$ cat config.mk
export PLATFORM = sky130hd
export DESIGN_NAME = pixel_timing_gen
export DESIGN_NICKNAME = d
export VERILOG_FILES = /design/src/rtl/pixel_timing_gen.sv
export SDC_FILE = /design/constraint.sdc
export NUM_CORES = 1
export LEC_CHECK = 0
export ABC_CLOCK_PERIOD_IN_PS = 3300
export CORE_ASPECT_RATIO = 0.75
export CORE_MARGIN = 4
export CORE_UTILIZATION = 48
export CTS_CLUSTER_SIZE = 14
export DETAILED_ROUTE_END_ITERATION = 6
export GPL_ROUTABILITY_DRIVEN = 0
export HOLD_SLACK_MARGIN = 0.12
export PLACE_DENSITY = 0.84
export SLEW_MARGIN = 20
export SYNTH_ARGS = -nofsm -noshare
export SYNTH_HDL_FRONTEND = slang
export SYNTH_SLANG_ARGS = --single-unit
$ cat constraint.sdc
create_clock -name clk -period 3.3 [get_ports clk]
set_clock_uncertainty 0.2 [all_clocks]
set_input_delay 0.66 -clock clk [delete_from_list [all_inputs] [get_ports clk]]
set_output_delay 0.66 -clock clk [all_outputs]
set_load 0.01 [all_outputs]
$ cat src/rtl/pixel_timing_gen.sv
// Raster timing generator: free-running h/v counters with an undelayed x/y/valid
// view and a pix_en-clocked pipeline that aligns sync, data enable and colour.
module pixel_timing_gen #(
   parameter int H_ACTIVE   = 1280,
   parameter int H_FP       = 48,
   parameter int H_SYNC     = 112,
   parameter int H_BP       = 248,
   parameter int V_ACTIVE   = 1024,
   parameter int V_FP       = 1,
   parameter int V_SYNC     = 3,
   parameter int V_BP       = 38,
   parameter int PIPE_DELAY = 2
) (
   input  logic        clk,
   input  logic        reset,
   input  logic        pix_en,
   input  logic [7:0]  r,
   input  logic [7:0]  g,
   input  logic [7:0]  b,
   output logic [10:0] x,
   output logic [9:0]  y,
   output logic        valid,
   output logic        vsync,
   output logic        frame_start,
   output logic        dvi_hsync,
   output logic        dvi_vsync,
   output logic        dvi_de,
   output logic [7:0]  dvi_r,
   output logic [7:0]  dvi_g,
   output logic [7:0]  dvi_b
);

   localparam int H_TOTAL = H_ACTIVE + H_FP + H_SYNC + H_BP;
   localparam int V_TOTAL = V_ACTIVE + V_FP + V_SYNC + V_BP;

   localparam logic [10:0] H_LAST   = 11'(H_TOTAL - 1);
   localparam logic [10:0] V_LAST   = 11'(V_TOTAL - 1);
   localparam logic [10:0] H_ACT    = 11'(H_ACTIVE);
   localparam logic [10:0] V_ACT    = 11'(V_ACTIVE);
   localparam logic [10:0] HS_FIRST = 11'(H_ACTIVE + H_FP);
   localparam logic [10:0] HS_LAST  = 11'(H_ACTIVE + H_FP + H_SYNC - 1);
   localparam logic [10:0] VS_FIRST = 11'(V_ACTIVE + V_FP);
   localparam logic [10:0] VS_LAST  = 11'(V_ACTIVE + V_FP + V_SYNC - 1);

   logic [10:0]           hcount;
   logic [10:0]           vcount;
   logic                  h_wrap;
   logic                  v_wrap;
   logic                  hsync;
   logic [PIPE_DELAY-1:0] de_pipe;
   logic [PIPE_DELAY-1:0] hs_pipe;
   logic [PIPE_DELAY-1:0] vs_pipe;
   logic [PIPE_DELAY-1:0] de_shift;
   logic [PIPE_DELAY-1:0] hs_shift;
   logic [PIPE_DELAY-1:0] vs_shift;
   logic                  de_tap;

   assign h_wrap = (hcount == H_LAST);
   assign v_wrap = (vcount == V_LAST);

   // NOTE: sequential state uses non-blocking assignments so every register
   // samples pre-edge values and simulation matches the synthesized flops.
   always_ff @(posedge clk) begin
      if (reset) begin
         hcount      <= '0;
         vcount      <= '0;
         frame_start <= 1'b0;
      end else begin
         frame_start <= pix_en && h_wrap && v_wrap;
         if (pix_en) begin
            hcount <= h_wrap ? 11'd0 : hcount + 11'd1;
            if (h_wrap)
               vcount <= v_wrap ? 11'd0 : vcount + 11'd1;
         end
      end
   end

   assign x     = hcount;
   assign y     = vcount[9:0];
   assign valid = (hcount < H_ACT) && (vcount < V_ACT);
   assign hsync = !((hcount >= HS_FIRST) && (hcount <= HS_LAST));
   assign vsync = !((vcount >= VS_FIRST) && (vcount <= VS_LAST));

   // Bit 0 of each shifted vector is the undelayed signal, so the tap one stage
   // short of the output degenerates to valid itself when PIPE_DELAY is 1.
   assign de_shift = PIPE_DELAY'({de_pipe, valid});
   assign hs_shift = PIPE_DELAY'({hs_pipe, hsync});
   assign vs_shift = PIPE_DELAY'({vs_pipe, vsync});
   assign de_tap   = de_shift[PIPE_DELAY-1];

   always_ff @(posedge clk) begin
      if (reset) begin
         de_pipe <= '0;
         hs_pipe <= '1;
         vs_pipe <= '1;
         dvi_r   <= 8'd0;
         dvi_g   <= 8'd0;
         dvi_b   <= 8'd0;
      end else if (pix_en) begin
         de_pipe <= de_shift;
         hs_pipe <= hs_shift;
         vs_pipe <= vs_shift;
         dvi_r   <= de_tap ? r : 8'd0;
         dvi_g   <= de_tap ? g : 8'd0;
         dvi_b   <= de_tap ? b : 8'd0;
      end
   end

   assign dvi_de    = de_pipe[PIPE_DELAY-1];
   assign dvi_hsync = hs_pipe[PIPE_DELAY-1];
   assign dvi_vsync = vs_pipe[PIPE_DELAY-1];

endmodule

==> parameters.txt, run 1 <==
Parameter                              Value

Status
  Result of the run    finished, final reports clean

Power and ir drop
  Leakage power summed over all cells    1.10 nW
  Sw frac    24.0%
  Share of total power in sequential cells    57.9%
  Combinational share of power    10.0%
  Net load switching power    274 uW
  Int Pwr    870 uW
  Clock share of power    32.1%
  Peak supply drop    0.291 mV
  Power per unit of standard cell area    369 nW/um^2

Timing
  Final clock period utilization by the worst path    88.0%
  Slew at the pin with the worst max-slew slack    0.744 ns
  Final number of hold-violating endpoints    0
  Worst-case setup margin in the final layout    0.395 ns
  Final Setup Violations    0
  Final Max Slew Viols    0
  Setup repair after global routing missed its margin    no
  Relative slew slack    50.3%
  Final-layout setup total negative slack    0 ns
  Maximum frequency from static timing analysis    0.344 GHz
  Final critical-path required period    2.90 ns

Clock tree
  Clock Pin Slew Worst Setup and Hold Paths    0.09 ns
  H-Tree Level Count    2
  Max Root-Sink Buffers    2
  Clk root buf    clkbuf_8
  Hold buffer count at cts    0
  Clock Latency Late Sink    0.31 ns
  Setup Fix Bufs, Post-CTS    0
  Resized Gates After CTS    0
  Clock buffers created by TritonCTS    5
  TritonCTS clock tree    done
  TritonCTS sink count    53

Die
  Overall die area    5890 sq um
  Std-Cell Rows    21
  Die height    67.5 microns
  Area inside the core boundary    4520 sq um
  Width of the die    87.3 microns
  Initial standard-cell utilization of the core    50.1%
  I/O pin count    78

Drt
  DR WL/cell    14.7 microns
  Vias post-DR    2059
  Initial DRC count    147
  Final WL    5540 microns
  Post-route DRC violation count    0
  Via-per-instance ratio    5.48
  Detailed Routing Iterations Pass 1    4
  Remaining antenna violation count    0

Setup path
  Start-to-end type of the worst setup path    reg2out
  Critical Path AT    2.04 ns
  Largest driver fanout on the critical path    7
  Category of the worst setup path launch point    register
  FF-to-FF setup slack    1.19 ns
  R2r worst-path depth    5
  R2r endpoint    vcount[10]
  Worst Path Required    2.44 ns
  Origin of the critical flop-to-flop path    vcount[0]
  Type of destination of the critical path    primary output

Placement
  DP Worst Slack    0.720 ns
  Port Buffer Count    77
  Placed Area    3010 sq um
  Placed wire-length estimate after detailed placement    4100 microns

Synth
  Xor-xnor portion of the synthesized cell area    3.87%
  Sequential area share after synthesis    46.9%
  Area of the mapped netlist    2260 sq um
  Area leader, netlist    dfxtp_1
  Number of warnings reported in the yosys synthesis log    0
  Dominant combinational cell family by area after synthesis    simple AND/OR/NAND/NOR gates
  Synth Register Bits    53
  Multiplexer share of the synthesized area    0.442%
  Dominant synthesized flop cell    dfxtp_1
  Post-Synth Simple-Gate Area    22.0%
  Most used standard cells in the synthesized netlist    53 x dfxtp_1, 42 x nor2_1, 24 x a22oi_1
  Post-synth net total    284
  Most frequent cell after synthesis    dfxtp_1
  Leading cell types by total area after synthesis    dfxtp_1 47%, a22oi_1 8.0%, nor2_1 7.0%, buf_4 3.6%, a21oi_1 2.9%
  Number of distinct library cells after synthesis    42
  FFs w/ async S/R, synth    0%
  Mean instance size in the synthesized netlist    8.92 sq um
  Share of the synthesized area in compound gates (AO/OA/AOI/OAI)    17.5%
  Number of synthesized flops with an enable pin    0
  Top cell type's share of synthesized area    46.9%
  Instance count of the mapped netlist    254
  Adder and majority cell fraction of the synthesized area    1.66%

GRT
  Remaining Overflow, GRT    0
  Initial antenna violation count    0
  Overall fraction of global-route tracks in use    19.0%
  Vias in the first global route    1875
  First-pass GRT wire length    8840 microns
  Pin count of the biggest net entering global routing    26

Finish
  NumNets Final    348
  Fraction of final layout cells sized beyond drive strength 1    4.70%
  Diodes inserted    0
  Layout-stage area growth over the synthesis result    37.0%
  Post-Layout Inst Area    3100 sq um
  Final core occ    68.6%

Worst hold path
  Worst hold endpoint    hs_pipe[1]
  Worst hold stages    1
  Hold Startpoint    hs_pipe[0]
  Type of the worst min-delay path    reg2reg

Job
  Total of max-cap violations    0
## logic make-up (layout without fill, tap and decap cells)
group,Yosys count,after routing
xor+xnor,10,10
buf+inv,35,100
flops,53,53
compound gates,56,56
mux,1,1
simple gates,96,96
fa+ha+maj,3,3
## cell usage in the layout (no fill, tap or decap), types with 5 or more instances in the layout
cell / count
nand4_1: 8
a22oi_1: 24
clkbuf_8: 5
xor2_1: 7
dfxtp_1: 53
nor2_1: 42
clkdlybuf4s50_1: 77
buf_4: 6
a21oi_1: 13
inv_1: 8
nand2_1: 10
## worst max-delay path by stage
stage                         start    end  depth (start not counted)
after floorplan           vcount[6]  vsync                          3
after global placement    vcount[6]  vsync                          4
after detailed placement     pix_en   x[1]                          6
after CTS                 vcount[6]  vsync                          4
after global routing      vcount[6]  vsync                          4
final                     vcount[6]  vsync                          4
## metal layers
metal	vias to the layer above	share of wire, %	GRT usage, %
met3	7	5.8	5.49
met1	971	47	26.3
met4	0	1.3	7.66
met5	-	0	0
li1	1026	-	-
met2	55	46	27.9
## power by group through the flow
| stage | Clock [mW] | Combinational, mW | Sequential (mW) |
|---|---|---|---|
| after floorplan | 0 | 0.0409 | 0.682 |
| after global placement | 0 | 0.113 | 0.677 |
| after detailed placement | 0 | 0.114 | 0.677 |
| after CTS | 0.379 | 0.115 | 0.662 |
| after global routing | 0.405 | 0.124 | 0.664 |
| final | 0.368 | 0.114 | 0.662 |
## layout make-up
class	instances	area, sq um
multi-input combinational	166	1030
clock buffer	5	68.8
timing repair buffer	83	816
sequential	53	1060
fill	375	1420
tap	57	71.3
inverter	9	33.8
clock inverter	3	21.3
## flip-flops by register name, indices dropped and copies added (netlist names)
name and flops:
vcount 11, de_pipe 2, x 11, dvi_r 8, frame_start 1, hs_pipe 2
vs_pipe 2, dvi_g 8, dvi_b 8
## critical path, stage by stage, from the launching register on
cell and delay (ns):
dfxtp_1 0.38, nor4_1 0.39, nand4_1 0.13, a311o_1 0.34, clkdlybuf4s50_1 0.50
## per-stage QoR
step,power (mW),hold WS [ns],cells
4_1_cts,1.16,0.277,376
2_1_floorplan,0.723,0.231,254
5_1_grt,1.19,0.303,376
3_5_place_dp,0.792,0.253,368
3_3_place_gp,0.790,0.241,368
6_report,1.14,0.283,376
No activity file was read; power rests on OpenSTA's default activity.
==> run 2, diff against run 1 <==
--- a/constraint.sdc
+++ b/constraint.sdc
@@ -4,2 +4,2 @@
 set_output_delay 0.66 -clock clk [all_outputs]
-set_load 0.01 [all_outputs]
+set_load 0.02 [all_outputs]
==> run 2 against run 1 <==
  * Core utilization is essentially flat
  * Register-to-register slack lost 0.06 ns
  * Non-clock buffer count shrank 1
  * Power grew 2.6%
  * Critical endpoint unchanged
  * Design area is essentially flat
  * Clock power grew 6.0%
  * Via count shrank 1.4%
  * Global-route usage shrank 0.55 points
  * Final cell count shrank 0.27%
  * Largest cell class unchanged
  * Critical path depth is the same
  * Sequential power is essentially flat
  * Wire length shrank 2.7%
==> parameters.txt, run 2 (synthesis gave the netlist of run 1 again) <==
Parameter                              Value

Power and ir drop
  Peak supply drop    0.256 mV (-12%)
  Final total power    1.17 mW (+2.6%)
  Leakage power summed over all cells    1.10 nW (-0.14%)
  Power per unit of standard cell area    379 nW/um^2 (+2.6%)

Finish
  Diodes inserted    0 (unchanged)
  NumNets Final    347 (-0.29%)
  Fillers    373 (-0.53%)
  Layout-stage area growth over the synthesis result    37.0% (about the same)
  Highest-count cells in the layout ignoring fill and taps    77 x clkdlybuf4s50_1, 53 x dfxtp_1, 42 x nor2_1
  Most frequent standard cell in the layout excluding fill and tap cells    clkdlybuf4s50_1
  Post-Layout Inst Area    3100 sq um (about the same)
  Fraction of final layout cells sized beyond drive strength 1    4.40% (-0.30 points)
  Final core occ    68.7% (about the same)
  Non-Filler Instances    375 (-0.27%)

Drt
  Post-route DRC violation count    0 (unchanged)
  Detailed Routing Iterations Pass 1    4 (unchanged)
  Remaining antenna violation count    0 (unchanged)
  DR WL/cell    14.4 microns (-2.5%)
  Initial DRC count    145 (-1.4%)
  Vias post-DR    2030 (-1.4%)
  Final WL    5390 microns (-2.7%)
  Via-per-instance ratio    5.41 (-1.1%)

Timing
  Final Setup Violations    0 (unchanged)
  Final Max Slew Viols    0 (unchanged)
  Final-layout setup total negative slack    0 ns (unchanged)
  Relative slew slack    58.2% (+7.9 points)
  Final critical-path required period    2.98 ns (+0.0715 ns)
  Worst-case setup margin in the final layout    0.324 ns (-0.0715 ns)
  Final clock period utilization by the worst path    90.2% (+2.2 points)
  Maximum frequency from static timing analysis    0.336 GHz (-2.4%)
  Final number of hold-violating endpoints    0 (unchanged)
  Smallest hold slack    0.268 ns (-0.0148 ns)
  Slew at the pin with the worst max-slew slack    0.625 ns (-0.119 ns)
  Setup repair after global routing missed its margin    no

Clock tree
  TritonCTS clock tree    done
  Clock buffers created by TritonCTS    5 (unchanged)
  Clock Pin Slew Worst Setup and Hold Paths    0.10 ns (about the same)
  Clock Latency Late Sink    0.30 ns (about the same)
  Setup Fix Bufs, Post-CTS    0 (unchanged)
  Clk root buf    clkbuf_8
  Resized Gates After CTS    0 (unchanged)
  Max Root-Sink Buffers    2 (unchanged)
  Hold buffer count at cts    0 (unchanged)
  TritonCTS sink count    53 (unchanged)
  H-Tree Level Count    2 (unchanged)

Setup path
  FF-to-FF setup slack    1.13 ns (-0.06 ns)
  Largest driver fanout on the critical path    7 (unchanged)
  R2r endpoint    vcount[4]
  Type of destination of the critical path    primary output
  Start-to-end type of the worst setup path    reg2out
  Category of the worst setup path launch point    register
  R2r worst-path depth    6 (+1)
  Worst Path Required    2.44 ns (about the same)
  Critical Path AT    2.12 ns (+0.08 ns)
  Origin of the critical flop-to-flop path    vcount[1]

Die
  Overall die area    5890 sq um (unchanged)
  Initial standard-cell utilization of the core    50.1% (unchanged)
  Die height    67.5 microns (unchanged)
  Area inside the core boundary    4520 sq um (unchanged)
  I/O pin count    78 (unchanged)
  Std-Cell Rows    21 (unchanged)
  Width of the die    87.3 microns (unchanged)

Placement
  Placed cell count    367 (-0.27%)
  Port Buffer Count    77 (unchanged)
  DP Worst Slack    0.690 ns (-0.0292 ns)
  Placed Area    3000 sq um (-0.25%)
  Placed wire-length estimate after detailed placement    3930 microns (-4.0%)

GRT
  Vias in the first global route    1752 (-6.6%)
  First-pass GRT wire length    8620 microns (-2.5%)
  Remaining Overflow, GRT    0 (unchanged)
  Overall fraction of global-route tracks in use    18.5% (-0.55 points)
  Pin count of the biggest net entering global routing    30 (+15%)
  Initial antenna violation count    0 (unchanged)

Worst hold path
  Type of the worst min-delay path    reg2reg
  Worst hold stages    1 (unchanged)
  Hold Startpoint    vs_pipe[0]
  Worst hold endpoint    vs_pipe[1]

Job
  Total of max-cap violations    0 (unchanged)

Status
  Result of the run    finished, final reports clean
## run 2: metal layers
metal  wire, microns  track usage (%)
met1            2530             26.4
met2            2480             27.3
met3             305             4.27
met4              78             6.32
met5               0                0
## run 2: worst max-delay path by stage
stage               from     to  depth (start not counted)
2_1_floorplan  vcount[6]  vsync                          3
3_3_place_gp   vcount[6]  vsync                          4
3_5_place_dp   vcount[6]  vsync                          4
4_1_cts        vcount[6]  vsync                          4
5_1_grt        vcount[6]  vsync                          4
6_report       vcount[6]  vsync                          4
## run 2: cell type report
cell class / count / area (sq um) / area share, %
flip-flops and latches: 53 / 1060 / 34.2
multi-input cells: 166 / 1030 / 33.2
repair buffers: 82 / 808 / 26.0
clock buffers: 6 / 82.6 / 2.66
well taps: 57 / 71.3 / 2.30
inverters: 9 / 33.8 / 1.09
clock inverters: 2 / 16.3 / 0.524
## run 2: worst max-delay path, cell delays in order (launching register included)
cell and delay [ns]:
dfxtp_1 0.37, nor4_1 0.39, nand4_1 0.13, a311o_1 0.34, clkdlybuf4s50_1 0.57
## run 2: report_power, final
group | internal [mW] | switching (mW)
logic | 0.0656 | 0.0564
registers | 0.653 | 0.00918
clock network | 0.173 | 0.217
